<file path="src/rtl/tlb_gen_pkg.sv">
// tlb_gen_pkg: shared types and helpers for the TLB traffic generator.
//   state_e    : sequencer states (IDLE, ISSUE, WAIT, NEXT, FINISH)
//   mode_e     : address generation mode (MODE_RAND = 0, MODE_STRIDE = 1)
//   lfsr_taps  : Fibonacci feedback tap mask for a given register width
//   lfsr_next  : one shift step of a width-w Fibonacci LFSR (w <= 31)
package tlb_gen_pkg;

    typedef enum logic [2:0] {
        IDLE,
        ISSUE,
        WAIT,
        NEXT,
        FINISH
    } state_e;

    typedef enum logic {
        MODE_RAND   = 1'b0,
        MODE_STRIDE = 1'b1
    } mode_e;

    // Tap masks for shift-left Fibonacci LFSRs; bit (n-1) set for tap x^n.
    function automatic logic [31:0] lfsr_taps(input int unsigned w);
        case (w)
            4:       lfsr_taps = 32'h0000_000C;
            5:       lfsr_taps = 32'h0000_0014;
            6:       lfsr_taps = 32'h0000_0030;
            7:       lfsr_taps = 32'h0000_0060;
            8:       lfsr_taps = 32'h0000_00B8;
            9:       lfsr_taps = 32'h0000_0110;
            10:      lfsr_taps = 32'h0000_0240;
            11:      lfsr_taps = 32'h0000_0500;
            12:      lfsr_taps = 32'h0000_0829;
            16:      lfsr_taps = 32'h0000_D008;
            default: lfsr_taps = (32'd1 << (w - 1)) | (32'd1 << (w - 2));
        endcase
    endfunction

    function automatic logic [31:0] lfsr_next(input logic [31:0] v,
                                              input int unsigned w);
        logic [31:0] mask;
        logic        fb;
        mask      = (32'd1 << w) - 32'd1;
        fb        = ^(v & lfsr_taps(w));
        lfsr_next = ((v << 1) | {31'd0, fb}) & mask;
    endfunction

endpackage

</file>
<file path="src/rtl/tlb_gen_lfsr.sv">
// tlb_gen_lfsr: Fibonacci LFSR used for random virtual addresses.
//   clk   : clock
//   rst_n : synchronous active-low reset, loads SEED
//   step  : advance one position when high
//   value : current LFSR contents
module tlb_gen_lfsr
    import tlb_gen_pkg::*;
#(
    parameter int unsigned       VA_W = 9,
    parameter logic [VA_W-1:0]   SEED = '1
) (
    input  logic             clk,
    input  logic             rst_n,
    input  logic             step,
    output logic [VA_W-1:0]  value
);

    always_ff @(posedge clk) begin
        if (!rst_n) begin
            value <= SEED;
        end else if (step) begin
            value <= VA_W'(lfsr_next(32'(value), VA_W));
        end
    end

endmodule

</file>
<file path="src/rtl/tlb_traffic_gen.sv">
// tlb_traffic_gen: issues NUM_REQS translation requests to the speculative
// TLB, with random (LFSR) or strided virtual addresses, and keeps hit,
// speculative-hit and miss statistics of the completions.
//   clk, rst_n          : clock, synchronous active-low reset
//   START, MODE,
//   BASE_ADDR           : run control, MODE/BASE_ADDR sampled at START
//   BUSY, RUN_DONE      : run status, RUN_DONE is a one-cycle pulse
//   TRANS_RQST,
//   SPEC_TLB_RQST,
//   VIRT_ADDR_LOOKUP    : request to the TLB
//   DONE_TRANS, TLB_HIT,
//   SPEC_HIT,
//   PHY_ADDR_TRANS      : TLB response, completion on DONE_TRANS rising edge
//   LAST_VA, LAST_PA    : most recent completed translation
//   REQ_CNT, HIT_CNT,
//   SPEC_HIT_CNT,
//   MISS_CNT            : saturating per-run statistics
//   TIMEOUT_ERR         : sticky WAIT timeout flag
// Optional feature: define TLB_GEN_TIMEOUT_EN to abort a run after
// TIMEOUT_CYC WAIT cycles without completion; otherwise TIMEOUT_ERR is 0.
module tlb_traffic_gen
    import tlb_gen_pkg::*;
#(
    parameter int unsigned       VA_W      = 9,
    parameter int unsigned       PA_W      = 9,
    parameter int unsigned       CNT_W     = 6,
    parameter int unsigned       NUM_REQS  = 4,
    parameter logic [VA_W-1:0]   LFSR_SEED = 9'h1A5,
    parameter int unsigned       STRIDE    = 1
`ifdef TLB_GEN_TIMEOUT_EN
   ,parameter int unsigned       TIMEOUT_CYC = 64
`endif
) (
    input  logic              clk,
    input  logic              rst_n,
    input  logic              START,
    input  logic              MODE,
    input  logic [VA_W-1:0]   BASE_ADDR,
    output logic              BUSY,
    output logic              RUN_DONE,
    output logic              TRANS_RQST,
    output logic              SPEC_TLB_RQST,
    output logic [VA_W-1:0]   VIRT_ADDR_LOOKUP,
    input  logic              DONE_TRANS,
    input  logic              TLB_HIT,
    input  logic              SPEC_HIT,
    input  logic [PA_W-1:0]   PHY_ADDR_TRANS,
    output logic [VA_W-1:0]   LAST_VA,
    output logic [PA_W-1:0]   LAST_PA,
    output logic [CNT_W-1:0]  REQ_CNT,
    output logic [CNT_W-1:0]  HIT_CNT,
    output logic [CNT_W-1:0]  SPEC_HIT_CNT,
    output logic [CNT_W-1:0]  MISS_CNT,
    output logic              TIMEOUT_ERR
);

    // Random addresses keep the MSB clear.
    localparam logic [VA_W-1:0] RAND_MASK = {1'b0, {(VA_W-1){1'b1}}};

    state_e           state;
    mode_e            mode_q;
    logic             done_q;
    logic             comp;
    logic             last_req;
    logic             lfsr_step;
    logic [VA_W-1:0]  lfsr_val;
    logic [VA_W-1:0]  lfsr_nx;

`ifdef TLB_GEN_TIMEOUT_EN
    localparam int unsigned TO_W = $clog2(TIMEOUT_CYC + 1);
    logic [TO_W-1:0]  wait_cnt;
`else
    assign TIMEOUT_ERR = 1'b0;
`endif

    function automatic logic [CNT_W-1:0] sat_inc(input logic [CNT_W-1:0] c);
        return (c == '1) ? c : c + CNT_W'(1);
    endfunction

    assign comp     = DONE_TRANS & ~done_q;
    assign last_req = (REQ_CNT == CNT_W'(NUM_REQS));

    // The NEXT state loads the post-step value directly, so the LFSR is
    // stepped in the same cycle and the address uses its look-ahead.
    assign lfsr_step = (state == NEXT) && (mode_q == MODE_RAND) && !last_req;
    assign lfsr_nx   = VA_W'(lfsr_next(32'(lfsr_val), VA_W));

    tlb_gen_lfsr #(
        .VA_W (VA_W),
        .SEED (LFSR_SEED)
    ) u_lfsr (
        .clk   (clk),
        .rst_n (rst_n),
        .step  (lfsr_step),
        .value (lfsr_val)
    );

    always_ff @(posedge clk) begin
        if (!rst_n) begin
            state            <= IDLE;
            mode_q           <= MODE_RAND;
            done_q           <= 1'b0;
            BUSY             <= 1'b0;
            RUN_DONE         <= 1'b0;
            TRANS_RQST       <= 1'b0;
            SPEC_TLB_RQST    <= 1'b0;
            VIRT_ADDR_LOOKUP <= '0;
            LAST_VA          <= '0;
            LAST_PA          <= '0;
            REQ_CNT          <= '0;
            HIT_CNT          <= '0;
            SPEC_HIT_CNT     <= '0;
            MISS_CNT         <= '0;
`ifdef TLB_GEN_TIMEOUT_EN
            TIMEOUT_ERR      <= 1'b0;
            wait_cnt         <= '0;
`endif
        end else begin
            done_q        <= DONE_TRANS;
            TRANS_RQST    <= 1'b0;
            SPEC_TLB_RQST <= 1'b0;
            RUN_DONE      <= 1'b0;
            case (state)
                IDLE: begin
                    if (START) begin
                        mode_q       <= mode_e'(MODE);
                        REQ_CNT      <= '0;
                        HIT_CNT      <= '0;
                        SPEC_HIT_CNT <= '0;
                        MISS_CNT     <= '0;
`ifdef TLB_GEN_TIMEOUT_EN
                        TIMEOUT_ERR  <= 1'b0;
`endif
                        VIRT_ADDR_LOOKUP <= (mode_e'(MODE) == MODE_STRIDE)
                                            ? BASE_ADDR : (lfsr_val & RAND_MASK);
                        BUSY          <= 1'b1;
                        TRANS_RQST    <= 1'b1;
                        SPEC_TLB_RQST <= 1'b1;
                        state         <= ISSUE;
                    end
                end
                ISSUE: begin
`ifdef TLB_GEN_TIMEOUT_EN
                    wait_cnt <= '0;
`endif
                    state <= WAIT;
                end
                WAIT: begin
                    if (comp) begin
                        LAST_VA <= VIRT_ADDR_LOOKUP;
                        LAST_PA <= PHY_ADDR_TRANS;
                        REQ_CNT <= sat_inc(REQ_CNT);
                        if (TLB_HIT) HIT_CNT  <= sat_inc(HIT_CNT);
                        else         MISS_CNT <= sat_inc(MISS_CNT);
                        if (SPEC_HIT) SPEC_HIT_CNT <= sat_inc(SPEC_HIT_CNT);
                        state <= NEXT;
                    end
`ifdef TLB_GEN_TIMEOUT_EN
                    else if (wait_cnt == TO_W'(TIMEOUT_CYC - 1)) begin
                        TIMEOUT_ERR <= 1'b1;
                        BUSY        <= 1'b0;
                        RUN_DONE    <= 1'b1;
                        state       <= FINISH;
                    end else begin
                        wait_cnt <= wait_cnt + TO_W'(1);
                    end
`endif
                end
                NEXT: begin
                    if (last_req) begin
                        BUSY     <= 1'b0;
                        RUN_DONE <= 1'b1;
                        state    <= FINISH;
                    end else begin
                        VIRT_ADDR_LOOKUP <= (mode_q == MODE_STRIDE)
                                            ? VIRT_ADDR_LOOKUP + VA_W'(STRIDE)
                                            : (lfsr_nx & RAND_MASK);
                        TRANS_RQST    <= 1'b1;
                        SPEC_TLB_RQST <= 1'b1;
                        state         <= ISSUE;
                    end
                end
                FINISH: begin
                    state <= IDLE;
                end
                default: begin
                    state <= IDLE;
                end
            endcase
        end
    end

endmodule

</file>
<file path="config.mk">
export PLATFORM = sky130hd
export DESIGN_NAME = tlb_traffic_gen
export DESIGN_NICKNAME = d
export VERILOG_FILES = /design/src/rtl/tlb_gen_pkg.sv /design/src/rtl/tlb_gen_lfsr.sv /design/src/rtl/tlb_traffic_gen.sv
export SDC_FILE = /design/constraint.sdc
export NUM_CORES = 1
export LEC_CHECK = 0
export CORE_MARGIN = 2
export CORE_UTILIZATION = 45
export CTS_CLUSTER_DIAMETER = 40
export DETAILED_ROUTE_END_ITERATION = 8
export HOLD_SLACK_MARGIN = 0.06
export PLACE_DENSITY = 0.86
export SLEW_MARGIN = 0
export SYNTH_ARGS = -nofsm -noshare
export SYNTH_HDL_FRONTEND = slang
export SYNTH_SLANG_ARGS = --single-unit
</file>
<file path="constraint.sdc">
create_clock -name clk -period 1.7 [get_ports clk]
set_clock_uncertainty 0.15 [all_clocks]
set_input_delay 0.255 -clock clk [delete_from_list [all_inputs] [get_ports clk]]
set_output_delay 0.255 -clock clk [all_outputs]
set_load 0.05 [all_outputs]
</file>
==> flow_summary.ini <==
[outcome]
status = complete, but fails checks
violations = setup timing

[clock_network]
clk_pin_slew_ps = 90
htreeDepth = 3
cts_buffer_depth = 2
cts-buffers-inserted = 9
cts.sinks = 68
cts_hold_buf = 0
cts-root-buf = clkbuf_8
worstSkewPairLatency_ps = 370
cts_tree = yes

[sta]
hold_viol = 0
fin_ws_ps = -227.1
maxSlewViolCount = 0
setup_viol = 46
final_min_period_over_clock_period = 1.134
rsz0062_at_grt = true
fin_crit_ps = 1927
tns_ps = -3913
max_freq_mhz = 518.9

[die]
die_h_um = 91.08
core_um2 = 7292
dieArea_um2 = 8295
start_util = 0.4679
ios = 81
rows = 31
dieWidth_um = 91.08

[worst_setup_path]
path_delay_family = simple AND/OR/NAND/NOR gates
crit_arrival_ps = 2100
r2r_slack_ps = -230
worst-path-max-fanout = 4
critical_path_class = reg2reg
crit_buf_inv = 0
cp_num_cells = 5
r2r_cells = 5
cp_slowest_cell = or3_1
end_kind = register
worstReg2RegStart = VIRT_ADDR_LOOKUP[1]
critPathMaxStageDelay_ps = 430
start_kind = register
cp.required_ps = 1870
crit_chain = ha_2 -> nand4_1 -> or3_1 -> a21oi_1 -> o221a_2
crit-reg2reg-capture = VIRT_ADDR_LOOKUP[6]

[placement]
dpl.hpwl_um = 7139
port-buffer-count = 79
gp_congestion = 0.9367

[global_route]
antenna_found_initial = 0
grt_max_degree = 20
gr-usage-all-layers = 0.2730
grt-ovfl-total = 0
grt_pass1_wl_um = 18420
grt_pass1_vias = 3709

[worst_hold_path]
worstHoldStart = PHY_ADDR_TRANS[3]
hold_path_class = in2reg
hold-path-endpoint = LAST_PA[3]
hold_depth = 3

[finish]
final_nets = 580
layout_commonest_cell = buf_4
num_antenna_cells = 0
syn_to_final_growth_pct = 67.00
layout_common_cells = buf_4 (105), nand2_1 (71), dfxtp_1 (41)
drive_above_1_share = 0.4621

[routing]
post_drt_wl_per_cell_um = 23.59
drtIter0Drc = 579
vias = 4312
ant_nets = 0
routed_via_density = 6.603
dr.pass1.iters = 8
drcViolationCount = 0
drt-total-wl_um = 15400

[synthesis]
ys_seq_elements = 68
synth_edf_count = 0
syn_area_per_cell_um2 = 8.488
netlist_area_um2 = 3412
synthFlopType = dfxtp_1
syn_inst = 402
yosysSeqAreaShare = 0.3990
synth.distinct_cells = 54
yosysWarnings = 0
synthesis.nets = 433
ys_async_sr_fraction = 0

[power_and_ir_drop]
powerDensity_nw_per_um2 = 825.5
power.total_mw = 4.704
cellLeakagePower_nw = 2.222
ir_worst_vdd_uv = 444.9

[run]
cap_violations = 0
-- timing repair --
action	in CTS	in global routing
buffers inserted	5	20
cloned	1	4
endpoints found under the setup margin	38	57
gates resized for setup	23	83
pin swaps	3	20
-- metal layers --
| metal | vias up | routed length (um) | global-route usage |
|---|---|---|---|
| met5 | - | 0 | 0 |
| li1 | 1749 | - | - |
| met2 | 423 | 7191 | 0.4710 |
| met1 | 1983 | 5346 | 0.3155 |
| met4 | 0 | 1238 | 0.1364 |
| met3 | 157 | 1628 | 0.06390 |
-- power breakdown --
part / switching, mW / internal (mW) / leakage (nW)
Clock: 0.717 / 0.767 / 0.101
Combinational: 0.806 / 0.638 / 1.56
Sequential: 0.110 / 1.66 / 0.566
Total: 1.63 / 3.07 / 2.22
-- synthesized netlist by cell type, types with 9 or more instances --
cell	number	share of area
nand2_1	78	0.086
dfxtp_1	68	0.40
a21oi_1	32	0.047
mux2i_1	32	0.094
nand3_1	20	0.029
clkbuf_1	13	0.014
o21ai_0	13	0.019
or3_1	13	0.024
a211oi_1	12	0.026
nor2_1	11	0.012
buf_2	10	0.015
inv_1	9	0.0099
-- tightest hold or removal path, stage by stage --
cell,delay (ps)
clkdlybuf4s50_1,400
nand2_1,70
a21oi_2,50
-- cell type report --
type | count | area (um2)
Multi-Input combinational cell | 296 | 2283
Timing Repair Buffer | 165 | 1630
Fill cell | 401 | 1594
Sequential cell | 68 | 1410
Clock buffer | 11 | 152.6
Tap cell | 99 | 123.9
Clock inverter | 5 | 58.81
Inverter | 9 | 38.79
-- worst max-delay path by stage --
| stage | start | to | slack [ps] |
|---|---|---|---|
| after CTS | REQ_CNT[1] | u_lfsr.value[0] | -100 |
| after global placement | START | VIRT_ADDR_LOOKUP[5] | -370 |
| after global routing | VIRT_ADDR_LOOKUP[0] | VIRT_ADDR_LOOKUP[6] | -200 |
| final | VIRT_ADDR_LOOKUP[1] | VIRT_ADDR_LOOKUP[6] | -230 |
| after floorplan | VIRT_ADDR_LOOKUP[0] | VIRT_ADDR_LOOKUP[6] | -60 |
| after detailed placement | START | HIT_CNT[5] | -470 |
-- cells by family after synthesis --
group	after synthesis	share of synthesized area
other	1	0.001099
AOI/OAI and AO/OA	93	0.1823
xor gates and xnor gates	5	0.01283
buffers and inverters	39	0.05867
adders and majority gates	6	0.02200
and+or+nand+nor	157	0.2270
muxes	33	0.09718
DFF	68	0.3990
-- through the flow --
stage          hold WS, ps  worst slack [ps]    util  area [um2]  instances
2_1_floorplan        226.7            -55.84       -        3480        402
3_3_place_gp         292.4            -366.0  0.6563        4786        611
3_5_place_dp         300.8            -468.2  0.6563        4786        611
4_1_cts              288.4            -104.1  0.7042        5135        632
5_1_grt              299.6            -199.7  0.7814        5698        653
6_report             291.4            -227.1  0.7814        5698        653
-- state kept, by name, summed over array words and instances (netlist names), 6 cells and up --
signal / count
LAST_PA: 9
LAST_VA: 9
VIRT_ADDR_LOOKUP: 9
u_lfsr.value: 9
HIT_CNT: 6
MISS_CNT: 6
REQ_CNT: 6
SPEC_HIT_CNT: 6
Power figures use the tool's default switching activity.
==> variant 1: new RTL, same flow settings <==
Add a define of `TLB_GEN_TIMEOUT_EN`.
--- a/src/rtl/tlb_traffic_gen.sv
+++ b/src/rtl/tlb_traffic_gen.sv
@@ -20,2 +20,4 @@
 // TIMEOUT_CYC WAIT cycles without completion; otherwise TIMEOUT_ERR is 0.
+`define TLB_GEN_TIMEOUT_EN
+
 module tlb_traffic_gen
Function: no difference found for any inputs over 4 cycles, from zero or initial values and one cycle with rst_n low; that may be too few to reach the edited logic, so the function may still have changed.
==> variant 1 against the original RTL <==
The flow still finishes with violations (negative setup slack). Sequential cell count grew 8. Area after synthesis up 7.9%. Synthesized cell count increased by 7.0%. Sequential share of layout area grew 4.2 points. Routed wire length down 34%. Count of clock-buffer cells in the layout decreased by 2. Critical endpoint is now wait_cnt[5]. Total power shrank 3.9%. First-iteration DRC count is 74% lower. Setup slack improved by 0.17 ns. Final area is 4.1% lower.
==> variant 1: results (changes against the original RTL) <==
Outcome
  • Status: finished, violations left
  • Failing checks: negative setup slack

Synth
  • Most frequent cells after synthesis: 76 x dfxtp_1, 71 x nand2_1, 35 x nor2_1
  • Netlist cell types: 62 (+15%)
  • Post-Syn Nets: 462 (+6.7%)
  • Synthesized cell area: 3680 um^2 (+7.9%)
  • Post-synthesis instance total: 430 (+7.0%)

Detailed routing
  • Detailed Route Iter0 Violations: 149 (-74%)
  • Vias per cell: 5.48 (-17%)

Timing
  • Fin worst setup slack: -0.0598 ns (+0.167 ns)
  • Hold WS: 0.0410 ns (-0.250 ns)
  • Final setup fails: 2 (-96%)

Placed design
  • Port bufs: 80 (+1.3%)
  • DP HPWL: 7310 um (+2.3%)
  • Cell Area, Placed: 4990 um^2 (+4.3%)

Worst hold path
  • Hold path startpoint: DONE_TRANS

Worst setup path
  • Crit path max-delay family: compound AO/OA/AOI/OAI gates
  • Reg2reg start: wait_cnt[1]
  • Slowest cell on the critical path: or4_1
  • Worst Path Arrival: 1.89 ns (-0.21 ns)
  • Crit Path Max Fanout: 6 (+2)
  • R2R depth: 6 (+1)
  • RR Endpoint: wait_cnt[5]

Pwr
  • Worst VDD drop: 0.461 mV (+3.6%)

Clocking
  • Later-pin clock latency in the skew report: 0.35 ns (-0.02 ns)

Cells and area
  • Nets@finish: 585 (+0.86%)
  • Final Instance Count excl. Fillers: 660 (+1.1%)

Global route
  • First-pass GRT wire length: 16300 um (-12%)
==> variant 1: repair_timing <==
item,in CTS,in global routing
endpoints found under the setup margin,31,55
resized for setup,8,40
pin swaps,3,13
setup buffers,4,1
==> variant 1: final cells by class <==
class / instances / area share [%]
multi-input cells: 324 / 40.9
flip-flops and latches: 76 / 28.9
repair buffers: 134 / 23.0
well taps: 102 / 2.34
clock buffers: 9 / 2.27
clock inverters: 7 / 1.97
inverters: 8 / 0.641
==> variant 1: cells by family (layout without fill, tap and decap cells) <==
group,after synthesis,count (layout),share of synthesized area [%]
buffers and inverters,30,158,3.87
and+or+nand+nor,177,177,22.8
adders and majority gates,7,7,2.38
AOI/OAI and AO/OA,101,101,19.5
muxes,21,21,5.78
DFF,76,76,41.3
xor gates and xnor gates,18,18,4.28
==> variant 1: worst max path at each step <==
stage	start	end	slack (ns)
floorplan	REQ_CNT[0]	u_lfsr.value[0]	-0.10
detailed placement	DONE_TRANS	HIT_CNT[5]	-0.36
global route	wait_cnt[1]	wait_cnt[5]	-0.10
CTS	wait_cnt[1]	wait_cnt[3]	-0.05
finish	wait_cnt[1]	wait_cnt[5]	-0.06
global placement	DONE_TRANS	REQ_CNT[5]	-0.31
==> variant 1: layer usage <==
| layer | global-route usage [%] | vias up | wire [um] |
|---|---|---|---|
| met5 | 0 | - | 0 |
| met4 | 7.85 | 0 | 154 |
| met3 | 5.19 | 18 | 542 |
| met2 | 40.5 | 120 | 5160 |
| met1 | 27.3 | 1720 | 4260 |
| li1 | - | 1760 | - |
==> variant 1: where the power goes <==
group | internal, mW | switching [mW]
Clock | 0.854 | 0.745
Combinational | 0.453 | 0.544
Sequential | 1.84 | 0.0849
Total | 3.15 | 1.37
==> variant 2: new RTL, same flow settings <==
Made on the original files. Register the input `PHY_ADDR_TRANS` before use. The logic sees it one clock later. The other inputs are not delayed to match.
--- a/src/rtl/tlb_traffic_gen.sv
+++ b/src/rtl/tlb_traffic_gen.sv
@@ -59,2 +59,8 @@
 
+    logic [PA_W-1:0] PHY_ADDR_TRANS_q;
+
+    always_ff @(posedge clk) begin
+        PHY_ADDR_TRANS_q <= PHY_ADDR_TRANS;
+    end
+
     state_e           state;
@@ -150,3 +156,3 @@
                         LAST_VA <= VIRT_ADDR_LOOKUP;
-                        LAST_PA <= PHY_ADDR_TRANS;
+                        LAST_PA <= PHY_ADDR_TRANS_q;
                         REQ_CNT <= sat_inc(REQ_CNT);
Check against the original RTL: not equivalent (Yosys sat finds a counterexample within 4 cycles, from zero or initial values and one cycle with rst_n low).
==> variant 2 against the original RTL <==
Setup slack better by 0.23 ns. Sequential cell count up 9. Area after synthesis up 8.1%. Combinational power down 20%. Final area down 6.3%. Non-clock buffer count down 33. Routed wire length down 36%. Total power down 4.5%. Largest cell class unchanged.
==> variant 2: results (changes against the original RTL) <==
Synth
  • Most frequent cells after synthesis: 77 x dfxtp_1, 71 x nand2_1, 34 x a21oi_1
  • Adder-Cell Fraction of Synth Area: 2.03% (-0.17 points)
  • Synth top area cells: dfxtp_1 42%, mux2i_1 8.4%, nand2_1 7.2%, a21oi_1 4.6%, a211oi_1 2.4%
  • Complex-gate fraction of the synthesized area: 18.8% (+0.53 points)
  • Post-synthesis mux area share: 8.71% (-1.0 points)
  • Seq/Total Area, Yosys: 41.8% (+1.9 points)
  • XOR/XNOR Fraction of Synth Area: 0.949% (-0.33 points)
  • Post-Syn Nets: 447 (+3.2%)
  • Netlist cell types: 59 (+9.3%)

Global route
  • Largest net degree at the start of global routing: 21 (+5.0%)
  • Vias in the first global route: 3226 (-13%)
  • First-pass GRT wire length: 15300 um (-17%)
  • Gr usage total: 21.6% (-5.7 points)
  • Antenna violations before repair: 0 (unchanged)

Worst hold path
  • Hold Path Sink: PHY_ADDR_TRANS_q[8]
  • Hold Path Cell Cnt: 1 (-2)
  • Hold path startpoint: PHY_ADDR_TRANS[8]

Clocking
  • Later-pin clock latency in the skew report: 0.36 ns
  • Clock Tree Root: clkbuf_8
  • Setup Fix Bufs, Post-CTS: 0 (-5)
  • Post-CTS sizing: 8 (-65%)

Timing
  • Hold WS: 0.172 ns (-0.119 ns)

Pwr
  • Pwr Total: 4.49 mW (-4.5%)
  • Worst VDD drop: 0.503 mV (+13%)
  • Comb pwr share: 25.6% (-5.1 points)
  • Leak pwr: 2.05 nW (-7.8%)
  • Flop pwr share: 45.3% (+7.6 points)
  • P_int: 2.96 mW (-3.6%)

Detailed routing
  • Drt pass-1 iters: 5 (-3)
  • Detailed Route Iter0 Violations: 273 (-53%)
  • Vias per cell: 5.57 (-16%)
  • Wirelength per Cell: 15.4 um (-35%)

Cells and area
  • Filler cells: 638 (+59%)
  • Share of layout cells above drive strength 1: 35.8% (-10 points)
  • Nets@finish: 559 (-3.6%)

Worst setup path
  • Critical path destination: VIRT_ADDR_LOOKUP[1]
  • CP startpoint: state[1]
  • Crit Path Max Fanout: 11 (+7)
  • R2r setup slk: 0.005 ns (+0.23 ns)
  • Worst Path Arrival: 1.78 ns (-0.32 ns)
  • R2R depth: 4 (-1)
  • Slowest cell on the critical path: or4b_4
  • Largest stage delay, worst path: 0.65 ns (+0.22 ns)
  • RR Endpoint: VIRT_ADDR_LOOKUP[1]

Placed design
  • Cell Area, Placed: 5010 um^2 (+4.7%)
  • GPL Wtd Cong: 0.900 (-3.9%)
  • Port bufs: 79 (unchanged)
  • DP HPWL: 6750 um (-5.4%)

Outcome
  • Status: completed
==> variant 2: per-stage QoR <==
stage | worst slack [ns] | cells | util [%] | setup TNS, ns
after floorplan | -0.117 | 416 | - | -1.15
after global placement | -0.282 | 620 | 61.9 | -8.23
after detailed placement | -0.346 | 620 | 61.9 | -10.04
after CTS | 0.00111 | 636 | 64.5 | 0
after global routing | -0.0458 | 638 | 66.0 | -0.222
final | 0.00457 | 638 | 66.0 | 0
==> variant 2: routing by layer <==
layer,track usage (%),part of all wire (%),vias to the layer above,routed length [um]
met3,3.91,5.2,33,510
met1,28.3,43,1651,4250
li1,-,-,1726,-
met2,35.5,49,145,4770
met4,7.73,2.8,0,275
met5,0,0,-,0
==> variant 2: cell type report <==
type	instances	area share, %
Tap cell	105	2.46
Inverter	9	0.727
Clock inverter	7	1.10
Sequential cell	77	29.8
Multi-Input combinational cell	299	38.4
Clock buffer	9	2.32
Timing Repair Buffer	132	25.2
